==> src/rtl/periph_bus_timer_pkg.sv <==
// Shared definitions for the memory-mapped timer/LED/switch/7-seg peripheral.
// The register window has 6 words by default. With PERIPH_SYSTICK_EN defined
// it has 7 words, adding the SYSTICK counter.
package periph_bus_timer_pkg;

    // Default base address of the register window
    localparam logic [31:0] DEFAULT_BASE_ADDR = 32'h4000_0000;

    // Byte offsets of each register inside the window
    localparam logic [4:0] OFS_TH      = 5'h00;
    localparam logic [4:0] OFS_TL      = 5'h04;
    localparam logic [4:0] OFS_TCON    = 5'h08;
    localparam logic [4:0] OFS_LED     = 5'h0C;
    localparam logic [4:0] OFS_SWITCH  = 5'h10;
    localparam logic [4:0] OFS_DIGI    = 5'h14;
    localparam logic [4:0] OFS_SYSTICK = 5'h18;

    // TCON control/status bit positions and width
    localparam int TCON_RUN = 0;
    localparam int TCON_IEN = 1;
    localparam int TCON_IST = 2;
    localparam int TCON_W   = 3;

    // Highest word index that belongs to the window
`ifdef PERIPH_SYSTICK_EN
    localparam logic [2:0] LAST_WORD = 3'd6;
`else
    localparam logic [2:0] LAST_WORD = 3'd5;
`endif

    // True when a word index inside the 32-byte block maps to a register
    function automatic logic wordMapped(input logic [2:0] wordIdx);
        return wordIdx <= LAST_WORD;
    endfunction

endpackage

==> src/rtl/periph_bus_timer_if.sv <==
// Data-memory port between the core's MEM stage and the peripheral block.
// The master side drives the address, strobes and store data. The slave side
// returns combinational read data and the window hit flag.
interface periph_bus_timer_if;
    logic [31:0] iAddr;
    logic        iMemRead;
    logic        iMemWrite;
    logic [31:0] iWriteData;
    logic [31:0] oReadData;
    logic        oHit;

    modport master (
        output iAddr,
        output iMemRead,
        output iMemWrite,
        output iWriteData,
        input  oReadData,
        input  oHit
    );

    modport slave (
        input  iAddr,
        input  iMemRead,
        input  iMemWrite,
        input  iWriteData,
        output oReadData,
        output oHit
    );
endinterface

==> src/rtl/periph_bus_timer_timer.sv <==
// Reloadable 32-bit timer: TH reload value, TL counter and TCON control/status.
// oIRQ comes straight from the TCON flop, so it adds no latency.
module periph_timer
    import periph_bus_timer_pkg::*;
(
    input  logic              clk,
    input  logic              reset,
    input  logic              thWe,
    input  logic              tlWe,
    input  logic              tconWe,
    input  logic [31:0]       wrData,
    output logic [31:0]       th,
    output logic [31:0]       tl,
    output logic [TCON_W-1:0] tcon,
    output logic              irq
);

    logic overflow;

    assign overflow = tcon[TCON_RUN] && (tl == 32'hFFFF_FFFF);
    assign irq      = tcon[TCON_IST] & tcon[TCON_IEN];

    // Reload register. The reload in an overflow cycle still sees the old TH.
    always_ff @(posedge clk) begin
        if (reset)
            th <= '0;
        else if (thWe)
            th <= wrData;
    end

    // Counter. A CPU write wins over both reload and increment.
    always_ff @(posedge clk) begin
        if (reset)
            tl <= '0;
        else if (tlWe)
            tl <= wrData;
        else if (overflow)
            tl <= th;
        else if (tcon[TCON_RUN])
            tl <= tl + 32'd1;
    end

    // Control/status. A CPU write wins over the sticky overflow status set.
    always_ff @(posedge clk) begin
        if (reset)
            tcon <= '0;
        else if (tconWe)
            tcon <= wrData[TCON_W-1:0];
        else if (overflow && tcon[TCON_IEN])
            tcon[TCON_IST] <= 1'b1;
    end

endmodule

==> src/rtl/periph_bus_timer.sv <==
// Memory-mapped peripheral on the core's data-memory port. It holds a timer
// with an interrupt, LED, switch and 7-segment registers. Reads are
// combinational; writes commit at the clock edge.
// Optional feature macro: PERIPH_SYSTICK_EN adds a free-running read-only
// SYSTICK cycle counter at offset 0x18.
module periph_bus_timer
    import periph_bus_timer_pkg::*;
#(
    parameter logic [31:0] BASE_ADDR = DEFAULT_BASE_ADDR,
    parameter int          LED_W     = 8,
    parameter int          SW_W      = 8
) (
    input  logic                 clk,
    input  logic                 reset,
    periph_bus_timer_if.slave    bus,
    output logic                 oIRQ,
    output logic [LED_W-1:0]     oLED,
    input  logic [SW_W-1:0]      iSwitch,
    output logic [11:0]          oDigi
);

    logic [4:0]        regOfs;
    logic              windowMatch;
    logic              hit;
    logic              wrEn;
    logic              unusedAddrBits;

    logic [31:0]       th;
    logic [31:0]       tl;
    logic [TCON_W-1:0] tcon;

    logic [LED_W-1:0]  ledReg;
    logic [11:0]       digiReg;
    logic [SW_W-1:0]   swMeta;
    logic [SW_W-1:0]   swSync;

    logic [31:0]       rdData;

    // Byte lanes are ignored, so registers are selected by word.
    assign regOfs         = {bus.iAddr[4:2], 2'b00};
    assign unusedAddrBits = ^bus.iAddr[1:0];
    assign windowMatch    = (bus.iAddr[31:5] == BASE_ADDR[31:5]);
    assign hit            = windowMatch && wordMapped(bus.iAddr[4:2]);
    assign wrEn           = bus.iMemWrite && hit;

    assign bus.oHit      = hit;
    assign bus.oReadData = rdData;
    assign oLED          = ledReg;
    assign oDigi         = digiReg;

    periph_timer uTimer (
        .clk    (clk),
        .reset  (reset),
        .thWe   (wrEn && (regOfs == OFS_TH)),
        .tlWe   (wrEn && (regOfs == OFS_TL)),
        .tconWe (wrEn && (regOfs == OFS_TCON)),
        .wrData (bus.iWriteData),
        .th     (th),
        .tl     (tl),
        .tcon   (tcon),
        .irq    (oIRQ)
    );

    // LED and 7-segment output registers
    always_ff @(posedge clk) begin
        if (reset) begin
            ledReg  <= '0;
            digiReg <= '0;
        end else begin
            if (wrEn && (regOfs == OFS_LED))
                ledReg <= bus.iWriteData[LED_W-1:0];
            if (wrEn && (regOfs == OFS_DIGI))
                digiReg <= bus.iWriteData[11:0];
        end
    end

    // Two-flop synchroniser for the asynchronous switch pins
    always_ff @(posedge clk) begin
        if (reset) begin
            swMeta <= '0;
            swSync <= '0;
        end else begin
            swMeta <= iSwitch;
            swSync <= swMeta;
        end
    end

`ifdef PERIPH_SYSTICK_EN
    logic [31:0] sysTick;

    // Free-running cycle counter; wraps naturally from all ones to zero
    always_ff @(posedge clk) begin
        if (reset)
            sysTick <= '0;
        else
            sysTick <= sysTick + 32'd1;
    end
`endif

    // Combinational read mux; zero when not reading a mapped register
    always_comb begin
        rdData = '0;
        if (bus.iMemRead && hit) begin
            case (regOfs)
                OFS_TH:      rdData = th;
                OFS_TL:      rdData = tl;
                OFS_TCON:    rdData = 32'(tcon);
                OFS_LED:     rdData = 32'(ledReg);
                OFS_SWITCH:  rdData = 32'(swSync);
                OFS_DIGI:    rdData = 32'(digiReg);
`ifdef PERIPH_SYSTICK_EN
                OFS_SYSTICK: rdData = sysTick;
`endif
                default:     rdData = '0;
            endcase
        end
    end

endmodule

==> src/flat_wrapper.sv <==
// flat-port wrapper written by rule: the top's interface ports become plain ports
module periph_bus_timer_flat import periph_bus_timer_pkg::*;
#(
    parameter logic [31:0] BASE_ADDR = DEFAULT_BASE_ADDR,
    parameter int          LED_W     = 8,
    parameter int          SW_W      = 8
)
  (clk, reset, oIRQ, oLED, iSwitch, oDigi, bus_iAddr, bus_iMemRead, bus_iMemWrite, bus_iWriteData, bus_oReadData, bus_oHit);
  periph_bus_timer_if bus_i ();
  input  logic clk;
  input  logic reset;
  output logic oIRQ;
  output logic [LED_W-1:0] oLED;
  input  logic [SW_W-1:0] iSwitch;
  output logic [11:0] oDigi;
  input wire logic [$bits(bus_i.iAddr)-1:0] bus_iAddr;
  input wire logic [$bits(bus_i.iMemRead)-1:0] bus_iMemRead;
  input wire logic [$bits(bus_i.iMemWrite)-1:0] bus_iMemWrite;
  input wire logic [$bits(bus_i.iWriteData)-1:0] bus_iWriteData;
  output wire logic [$bits(bus_i.oReadData)-1:0] bus_oReadData;
  output wire logic [$bits(bus_i.oHit)-1:0] bus_oHit;
  assign bus_i.iAddr = bus_iAddr;
  assign bus_i.iMemRead = bus_iMemRead;
  assign bus_i.iMemWrite = bus_iMemWrite;
  assign bus_i.iWriteData = bus_iWriteData;
  assign bus_oReadData = bus_i.oReadData;
  assign bus_oHit = bus_i.oHit;
  periph_bus_timer #(.BASE_ADDR(BASE_ADDR), .LED_W(LED_W), .SW_W(SW_W)) u_core (.clk(clk), .reset(reset), .bus(bus_i), .oIRQ(oIRQ), .oLED(oLED), .iSwitch(iSwitch), .oDigi(oDigi));
endmodule
==> config.mk <==
export PLATFORM = sky130hd
export DESIGN_NAME = periph_bus_timer_flat
export DESIGN_NICKNAME = d
export VERILOG_FILES = /design/src/rtl/periph_bus_timer_pkg.sv /design/src/rtl/periph_bus_timer_if.sv /design/src/rtl/periph_bus_timer_timer.sv /design/src/rtl/periph_bus_timer.sv /design/src/flat_wrapper.sv
export SDC_FILE = /design/constraint.sdc
export NUM_CORES = 1
export LEC_CHECK = 0
export CAP_MARGIN = 10
export CORE_MARGIN = 2
export CORE_UTILIZATION = 35
export CTS_CLUSTER_DIAMETER = 120
export DETAILED_ROUTE_END_ITERATION = 10
export DONT_BUFFER_PORTS = 1
export PLACE_DENSITY = 0.6
export SLEW_MARGIN = 20
export SYNTH_ARGS = -nofsm -noshare
export SYNTH_HDL_FRONTEND = slang
export SYNTH_HIERARCHICAL = 1
export SYNTH_SLANG_ARGS = --single-unit
export TNS_END_PERCENT = 10
==> constraint.sdc <==
create_clock -name clk -period 2.9 [get_ports clk]
set_input_delay 0.29 -clock clk [delete_from_list [all_inputs] [get_ports clk]]
set_output_delay 0.29 -clock clk [all_outputs]
set_load 0.02 [all_outputs]
* After elaboration in Yosys (flattened, before gate mapping)
Index checks and enable logic that the tools add are counted.
** Operators by class
- $add $sub $neg :: 1
- Magnitude comparators :: 1
- Eq/ne operators :: 7
- Muxes and demuxes :: 7
- Bitwise gates (word level) :: 1
- Reduce and logical (&&, ||, !) cells :: 13
** Operator list (count)
- 32-bit case mux with 6 select lines :: 1
- 32-bit 2-to-1 mux :: 4
- 32-bit by 1-bit adder with 32-bit output, second input constant :: 1
- 32-bit == test, second input constant :: 1
- 27-bit by 26-bit == test with 1-bit output, second input constant :: 1
- 1-bit logical AND :: 10
- 3-bit by 2-bit == test with 1-bit output, second input constant :: 2
- 3-bit == test, second input constant :: 2
- 5-bit logical NOT :: 1
- 3-bit by 1-bit == test with 1-bit output, second input constant :: 1
- 3-bit less-or-equal comparator, second input constant :: 1
- 3-bit nonzero test :: 1
- 1-bit 2-to-1 mux :: 2
- 2-bit nonzero test :: 1
- 1-bit AND :: 1
** Storage, ports and cells
- Bits in registers :: 103
- Output and inout bits :: 54

* Logic depth before layout (Yosys ltp)
Gate-level depths: netlist of the first run.
- Depth in word-level cells :: 5
- Depth in mapped cells :: 14
- Mapped depth without buffers :: 9

* By module
The synthesis of the first run kept the hierarchy.
** Modules (own cells, without submodules)
- periph_timer :: times used 1, cells an instance 417, area each 3577.2 µm²
- periph_bus_timer :: times used 1, cells an instance 254, area each 2265.9 µm²

* Worst setup path before layout of the first run
Ideal clock, no wire load.
- Path kind :: input-to-reg
- From :: input port bus_iAddr[2]
- To :: register u_core.uTimer.tl[12]
- Library setup time :: 0.134 ns
- Data arrival time :: 2.610 ns
- Required time :: 2.766 ns
- Slack :: 0.156 ns
- Cell stages on the path :: 14
- Cells stage by stage :: buf_2 nor2b_1 clkbuf_1 nor2b_1 clkbuf_1 inv_1 nor2_1 clkbuf_1 inv_1 nand2_1 or2_2 clkbuf_1 clkbuf_1 o22ai_1
** On the way
- Cells in the longest elaborated chain, start to end :: 5
- Elaborated cells between the ends (all ways) :: 7
** Ends and longest elaborated chain
- start, declared :: RTL line flat_wrapper.sv:16 : input wire logic [$bits(bus_i.iAddr)-1:0] bus_iAddr;
- 3-bit less-or-equal comparator :: RTL line periph_bus_timer_pkg.sv:33 : return wordIdx <= LAST_WORD;
- 1-bit logical AND :: RTL line periph_bus_timer.sv:43 : assign hit = windowMatch && wordMapped(bus.iAddr[4:2]);
- 1-bit logical AND :: RTL line periph_bus_timer.sv:44 : assign wrEn = bus.iMemWrite && hit;
- 1-bit logical AND (*) :: RTL line periph_bus_timer.sv:55 : .tlWe (wrEn && (regOfs == OFS_TL)),
- 3-bit nonzero test (no line) / 32-bit 2-to-1 mux (equally long branches)
- end signal, assigned :: RTL line periph_bus_timer_timer.sv:36 : tl <= wrData;
- end signal, assigned :: RTL line periph_bus_timer_timer.sv:38 : tl <= th;
- end signal, assigned :: RTL line periph_bus_timer_timer.sv:40 : tl <= tl + 32'd1;
- end, declared :: RTL line periph_bus_timer_timer.sv:13 : output logic [31:0] tl,
Every way passes the cells marked *; elsewhere a longest branch is shown, timed or not.
A chain may end at the register's enable or synchronous reset.

* Worst setup path in the final report of the first run
- From :: input port bus_iAddr[6]
- To :: output port bus_oReadData[0]
** On the way
- Cells in the longest elaborated chain, start to end :: 4
** Ends and longest elaborated chain
- 27-bit by 26-bit == test with 1-bit output :: RTL line periph_bus_timer.sv:42 : assign windowMatch = (bus.iAddr[31:5] == BASE_ADDR[31:5]);
- 1-bit logical AND :: RTL line periph_bus_timer.sv:43
- 1-bit logical AND :: RTL line periph_bus_timer.sv:103 : if (bus.iMemRead && hit) begin
- 32-bit 2-to-1 mux :: RTL line periph_bus_timer.sv:103
- end, declared :: RTL line flat_wrapper.sv:20 : output wire logic [$bits(bus_i.oReadData)-1:0] bus_oReadData;
No other way between the ends.

==> results of run 1 <==
==> sequential cells by signal, indices dropped and copies added, names as in the netlist <==
signal,flops
u_core/uTimer/th,32
u_core/uTimer/tl,32
u_core/oDigi,12
u_core/oLED,8
u_core/swMeta,8
u_core/swSync,8
u_core/uTimer/tcon,3
==> worst max-delay path: stages <==
cell and delay, ns:
nor4_2 0.28, nand4_2 0.23, or3_2 0.81, a211oi_1 0.35, buf_4 0.20
==> what timing repair did <==
item | CTS | global route
hold buffers | 1 | 2
hold endpoints to repair | 4 | 1
gates resized for setup | 0 | 0
==> per-stage QoR <==
step	power (mW)	area, um^2	setup WS (ns)
floorplan	1.54	5840	0.156
global placement	1.52	6180	0.429
detailed placement	1.52	6180	0.380
CTS	2.88	6520	0.379
global route	2.94	6540	0.326
finish	2.86	6540	0.444
==> worst paths after layout <==
check / start / cells after the start / to
min: reset / 1 / u_core/swMeta[1]
max: bus_iAddr[6] / 5 / bus_oReadData[0]
max reg2reg: u_core/uTimer/tl[0] / 8 / u_core/uTimer/tl[9]
min reg2reg: u_core/swMeta[4] / 1 / u_core/swSync[4]
==> cell usage after synthesis (all sizes together) (5+ instances only) <==
| library cell | count |
|---|---|
| a21oi | 42 |
| a22oi | 28 |
| a31oi | 14 |
| and3 | 5 |
| and4 | 6 |
| buf | 20 |
| clkbuf | 33 |
| dfxtp | 103 |
| inv | 8 |
| mux2 | 5 |
| mux2i | 63 |
| nand2 | 12 |
| nand2b | 35 |
| nand3 | 19 |
| nand4 | 16 |
| nor2 | 93 |
| nor2b | 19 |
| nor3 | 15 |
| nor3b | 29 |
| nor4 | 12 |
| o21ai | 14 |
| o22ai | 17 |
| o32ai | 7 |
| xnor2 | 14 |
| xor2 | 6 |
==> final cells by class <==
class	instances	area share [%]
inverter	8	0.459
clock inverter	6	1.49
clock buffer	10	3.65
timing repair buffer	40	4.90
multi-input combinational	507	53.8
sequential	103	31.5
tap	220	4.21
==> power groups by stage <==
stage               logic [mW]  registers [mW]  clock network (mW)
floorplan               0.0816            1.46                   0
detailed placement      0.0599            1.46                   0
finish                  0.0651            1.43                1.37
global route            0.0698            1.43                1.45
global placement        0.0592            1.46                   0
CTS                     0.0620            1.43                1.39
==> cell families (layout without fill, tap and decap cells) <==
| logic type | count (synthesis) | after routing | synth area share [%] |
|---|---|---|---|
| muxes | 72 | 72 | 13.3 |
| DFF | 103 | 103 | 35.3 |
| xor gates and xnor gates | 20 | 20 | 3.00 |
| adders and majority gates | 1 | 1 | 0.214 |
| buffers and inverters | 61 | 64 | 4.82 |
| AOI/OAI and AO/OA | 139 | 139 | 15.2 |
| and+or+nand+nor | 275 | 275 | 28.2 |
==> routing by layer <==
layer  wire [um]  vias up
li1            -     2439
met5           0        -
met4         261        0
met2        8180      159
met1        7470     2537
met3        1140       22
==> impl_metrics.py, run 1 <==
metrics = {
    "global_routing": {
        "grt_use_met3_pct": 4.60,
        "grt_pass1_vias": 5029,
        "grt_max_degree": 115,
        "use_met2_pct": 30.8,
        "grt_pass1_wl_mm": 27.0,
        "grtUsageTotal_pct": 18.8,
        "busiest_layer": "met2",
        "grt_overflow": 0,
        "met1_usage_pct": 24.3,
        "antenna_found_initial": 0,
    },
    "floorplan": {
        "coreArea_mm2": 0.0165,
        "rows": 47,
        "ios": 130,
        "fp.dieH_um": 133,
        "design.die.area_mm2": 0.0177,
        "start_util_pct": 35.5,
        "die_x_um": 133,
    },
    "clock_network": {
        "clockRootBuffer": "clkbuf_16",
        "cts_sinks": 103,
        "clkTransAtPathRegs_ns": 0.08,
        "htreeDepth": 3,
        "post_cts_buffers": 0,
        "insertion_delay_ns": 0.35,
        "cts.path.max_buffers": 2,
        "cts_tree": "built",
        "cts_made_buffers": 9,
    },
    "layout": {
        "layout.cells.non_filler": 894,
        "n_antenna_cell": 0,
        "drive_above_1_share_pct": 13.4,
        "fin_nets": 746,
        "multi_input_area_mm2": 0.00352,
        "fill_cells": 1665,
        "final_util_pct": 39.7,
        "area_growth_pct": 12.0,
        "seqCellArea_mm2": 0.00206,
        "final_cell_mix": "dfxtp_1, nor2_1, mux2i_1, a21oi_1, buf_4",
        "mostFrequentLayoutCell": "dfxtp_1",
    },
    "yosys": {
        "ys_ff_latch": 103,
        "netlist_area_mm2": 0.00584,
        "syn_area_per_cell_um2": 8.71,
        "synth_top_area_share_pct": 35.3,
        "async_flop_share_pct": 0,
        "synthFlopType": "dfxtp_1",
        "synth_edf_count": 0,
        "synth_fp_nets": 748,
        "yosysWarnings": 6,
        "synthTopCellsByArea": "dfxtp_1, mux2i_1, nor2_1, nand2b_1, nor3b_1",
        "ys_types": 60,
        "yosys.area.top_type": "dfxtp_1",
        "syn_inst": 671,
        "ys_seq_area_share_pct": 35.3,
    },
    "pwr": {
        "power_frac_comb_pct": 2.3,
        "p_per_area_mw_per_mm2": 437,
        "clkPwrFrac_pct": 47.9,
        "p_sw_share_pct": 21.1,
        "p_seq_share_pct": 49.9,
        "switchingPower_mw": 0.602,
        "p_leak_nw": 2.21,
        "ir_worst_vdd_mv": 0.321,
        "power.internal_mw": 2.26,
    },
    "placed_design": {
        "gp_congestion": 0.828,
        "placed_cells": 875,
        "hpwlAfterDp_mm": 11.6,
        "port_buffers": 0,
    },
    "drt": {
        "num_vias": 5157,
        "antenna_left": 0,
        "route.detailed.wl_per_inst_um": 19.1,
        "viasPerCell": 5.77,
        "first_pass_iters": 5,
        "drt_iter0_drc": 426,
        "routed_wl_mm": 17.1,
        "post-route-drc-count": 0,
    },
    "critical_path": {
        "worstSetupPathType": "in -> out",
        "crit_arrival_ns": 2.17,
        "crit_path_max_fanout": 28,
        "required_ns": 2.61,
        "r2r_slack_ns": 0.63,
        "endpoint_kind": "output port",
        "cp-start-kind": "primary input",
    },
    "timing": {
        "hold_viol_final": 0,
        "fmax_mhz": 407,
        "fin_worst_skew_ns": 0.00630,
        "whs_ns": 0.0131,
        "setup_violations": 0,
        "tightest_slew_ns": 0.896,
        "fin_tns_setup_ns": 0,
        "final_max_slew_viol_count": 0,
        "layout_min_cycle_time_ns": 2.46,
        "rsz0062_at_grt": "no",
        "fin_crit_sh_pct": 84.7,
        "max-slew-margin-rel_pct": 40.1,
    },
    "min_path": {
        "worstHoldPathType": "in -> reg",
    },
    "status": {
        "status": "finished clean",
    },
    "job": {
        "drv_cap": 0,
    },
}
Power figures use the tool's default switching activity.
==> run 2: changes to the inputs <==
clock period = 2.2 ns   (was 2.9 ns; I/O delays follow)
==> impl_metrics.py, run 2 (same netlist as run 1, synthesis figures left out) <==
metrics = {
    "timing": {
        "fin_tns_setup_ns": 0,
        "tightest_slew_ns": 0.976,
        "rsz0062_at_grt": "yes",
        "fmax_mhz": 487,
        "layout_min_cycle_time_ns": 2.05,
        "hold_viol_final": 0,
        "fin_crit_sh_pct": 93.4,
        "layout_setup_ws_ns": 0.146,
        "whs_ns": 0.00831,
        "final_max_slew_viol_count": 0,
        "max-slew-margin-rel_pct": 34.7,
        "fin_worst_skew_ns": 0.00954,
        "setup_violations": 0,
    },
    "drt": {
        "routed_wl_mm": 17.6,
        "post-route-drc-count": 0,
        "drt_iter0_drc": 407,
        "drt-met1-wl_mm": 7.30,
        "first_pass_iters": 5,
        "viasPerCell": 5.77,
        "num_vias": 5363,
        "route.detailed.wl_per_inst_um": 19.0,
        "wl_met3_mm": 1.37,
        "wl_met2_mm": 8.49,
        "antenna_left": 0,
        "topRoutingLayerUsed": "met4",
    },
    "critical_path": {
        "endpoint": "u_core/uTimer/tl[22]",
        "r2r_slack_ns": 0.15,
        "r2r-end": "u_core/uTimer/tl[22]",
        "crit_arrival_ns": 2.32,
        "worstSetupPathType": "reg -> reg",
        "endpoint_kind": "register",
        "crit_path_max_fanout": 10,
        "startpoint": "u_core/uTimer/tl[5]",
        "cp-start-kind": "register",
        "r2r-start": "u_core/uTimer/tl[5]",
        "rr_worst_depth": 6,
        "required_ns": 2.46,
    },
    "status": {
        "status": "finished clean",
    },
    "job": {
        "drv_cap": 0,
    },
    "global_routing": {
        "grt_max_degree": 70,
        "grt_pass1_vias": 5352,
        "grt_pass1_wl_mm": 28.1,
        "grtUsageTotal_pct": 19.6,
        "grt_overflow": 0,
        "antenna_found_initial": 0,
    },
    "layout": {
        "mostFrequentLayoutCell": "dfxtp_1",
        "n_antenna_cell": 0,
        "final_cell_mix": "dfxtp_1, nor2_1, buf_4, mux2i_1, a21oi_1",
        "area_growth_pct": 16.8,
        "fill_cells": 1631,
        "fin_area_mm2": 0.00683,
        "final_util_pct": 41.5,
        "layout.cells.non_filler": 929,
        "drive_above_1_share_pct": 17.1,
        "fin_nets": 782,
    },
    "pwr": {
        "p_per_area_mw_per_mm2": 525,
        "power_mw": 3.59,
        "p_leak_nw": 2.39,
        "ir_worst_vdd_mv": 0.324,
    },
    "floorplan": {
        "coreArea_mm2": 0.0165,
        "ios": 130,
        "die_x_um": 133,
        "design.die.area_mm2": 0.0177,
        "start_util_pct": 35.5,
        "fp.dieH_um": 133,
        "rows": 47,
    },
    "clock_network": {
        "insertion_delay_ns": 0.35,
        "clockRootBuffer": "clkbuf_16",
        "cts_tree": "built",
        "cts_made_buffers": 9,
        "cts.path.max_buffers": 2,
        "htreeDepth": 3,
        "clkTransAtPathRegs_ns": 0.08,
        "post_cts_buffers": 0,
        "cts_sinks": 103,
    },
    "placed_design": {
        "gp_congestion": 0.847,
        "hpwlAfterDp_mm": 11.9,
        "place_area_mm2": 0.00644,
        "pre_cts_ws_ns": 0.0163,
        "port_buffers": 0,
        "placed_cells": 906,
    },
    "min_path": {
        "worstHoldPathType": "in -> reg",
    },
}
==> run 2: power breakdown <==
part | internal [mW] | total, mW | switching [mW]
logic | 0.0599 | 0.121 | 0.0615
registers | 1.88 | 1.88 | 0.00284
clock network | 0.797 | 1.59 | 0.789
==> run 2: worst min-delay path by stage <==
stage | startpoint | endpoint | slack (ns) | cells after the start
final | iSwitch[6] | u_core/swMeta[6] | 0.008 | 1
after global routing | iSwitch[4] | u_core/swMeta[4] | 0.01 | 1
after floorplan | iSwitch[0] | u_core/swMeta[0] | 0.35 | 1
after CTS | iSwitch[4] | u_core/swMeta[4] | 0.003 | 1
after global placement | reset | u_core/swMeta[2] | 0.30 | 1
after detailed placement | reset | u_core/swSync[1] | 0.30 | 1
==> run 2: routing by layer <==
metal	up-vias	track usage (%)
met5	-	0
met4	0	7.92
met3	33	5.02
met2	206	32.8
met1	2616	24.1
li1	2508	-
==> run 2: final cells by class <==
cell class / count / area [um^2] / area share [%]
Inverter: 8 / 30.0 / 0.440
Tap cell: 220 / 275 / 4.03
Timing Repair Buffer: 76 / 646 / 9.46
Clock buffer: 9 / 225 / 3.30
Clock inverter: 6 / 63.8 / 0.935
Multi-Input combinational cell: 507 / 3520 / 51.6
Sequential cell: 103 / 2060 / 30.2
==> run 2: what timing repair did <==
| item | 4_1_cts | 5_1_grt |
|---|---|---|
| endpoints found under the setup margin | 0 | 5 |
| hold buffers | 8 | 0 |
| hold endpoints to repair | 69 | 0 |
| gates resized for setup | 0 | 1 |
==> run 2: critical path: stages, from the launching register on <==
cell,delay (ns)
dfxtp_1,0.47
nand4_2,0.28
nor3_4,0.39
and3_1,0.30
buf_4,0.21
a21oi_1,0.08
a211oi_1,0.23
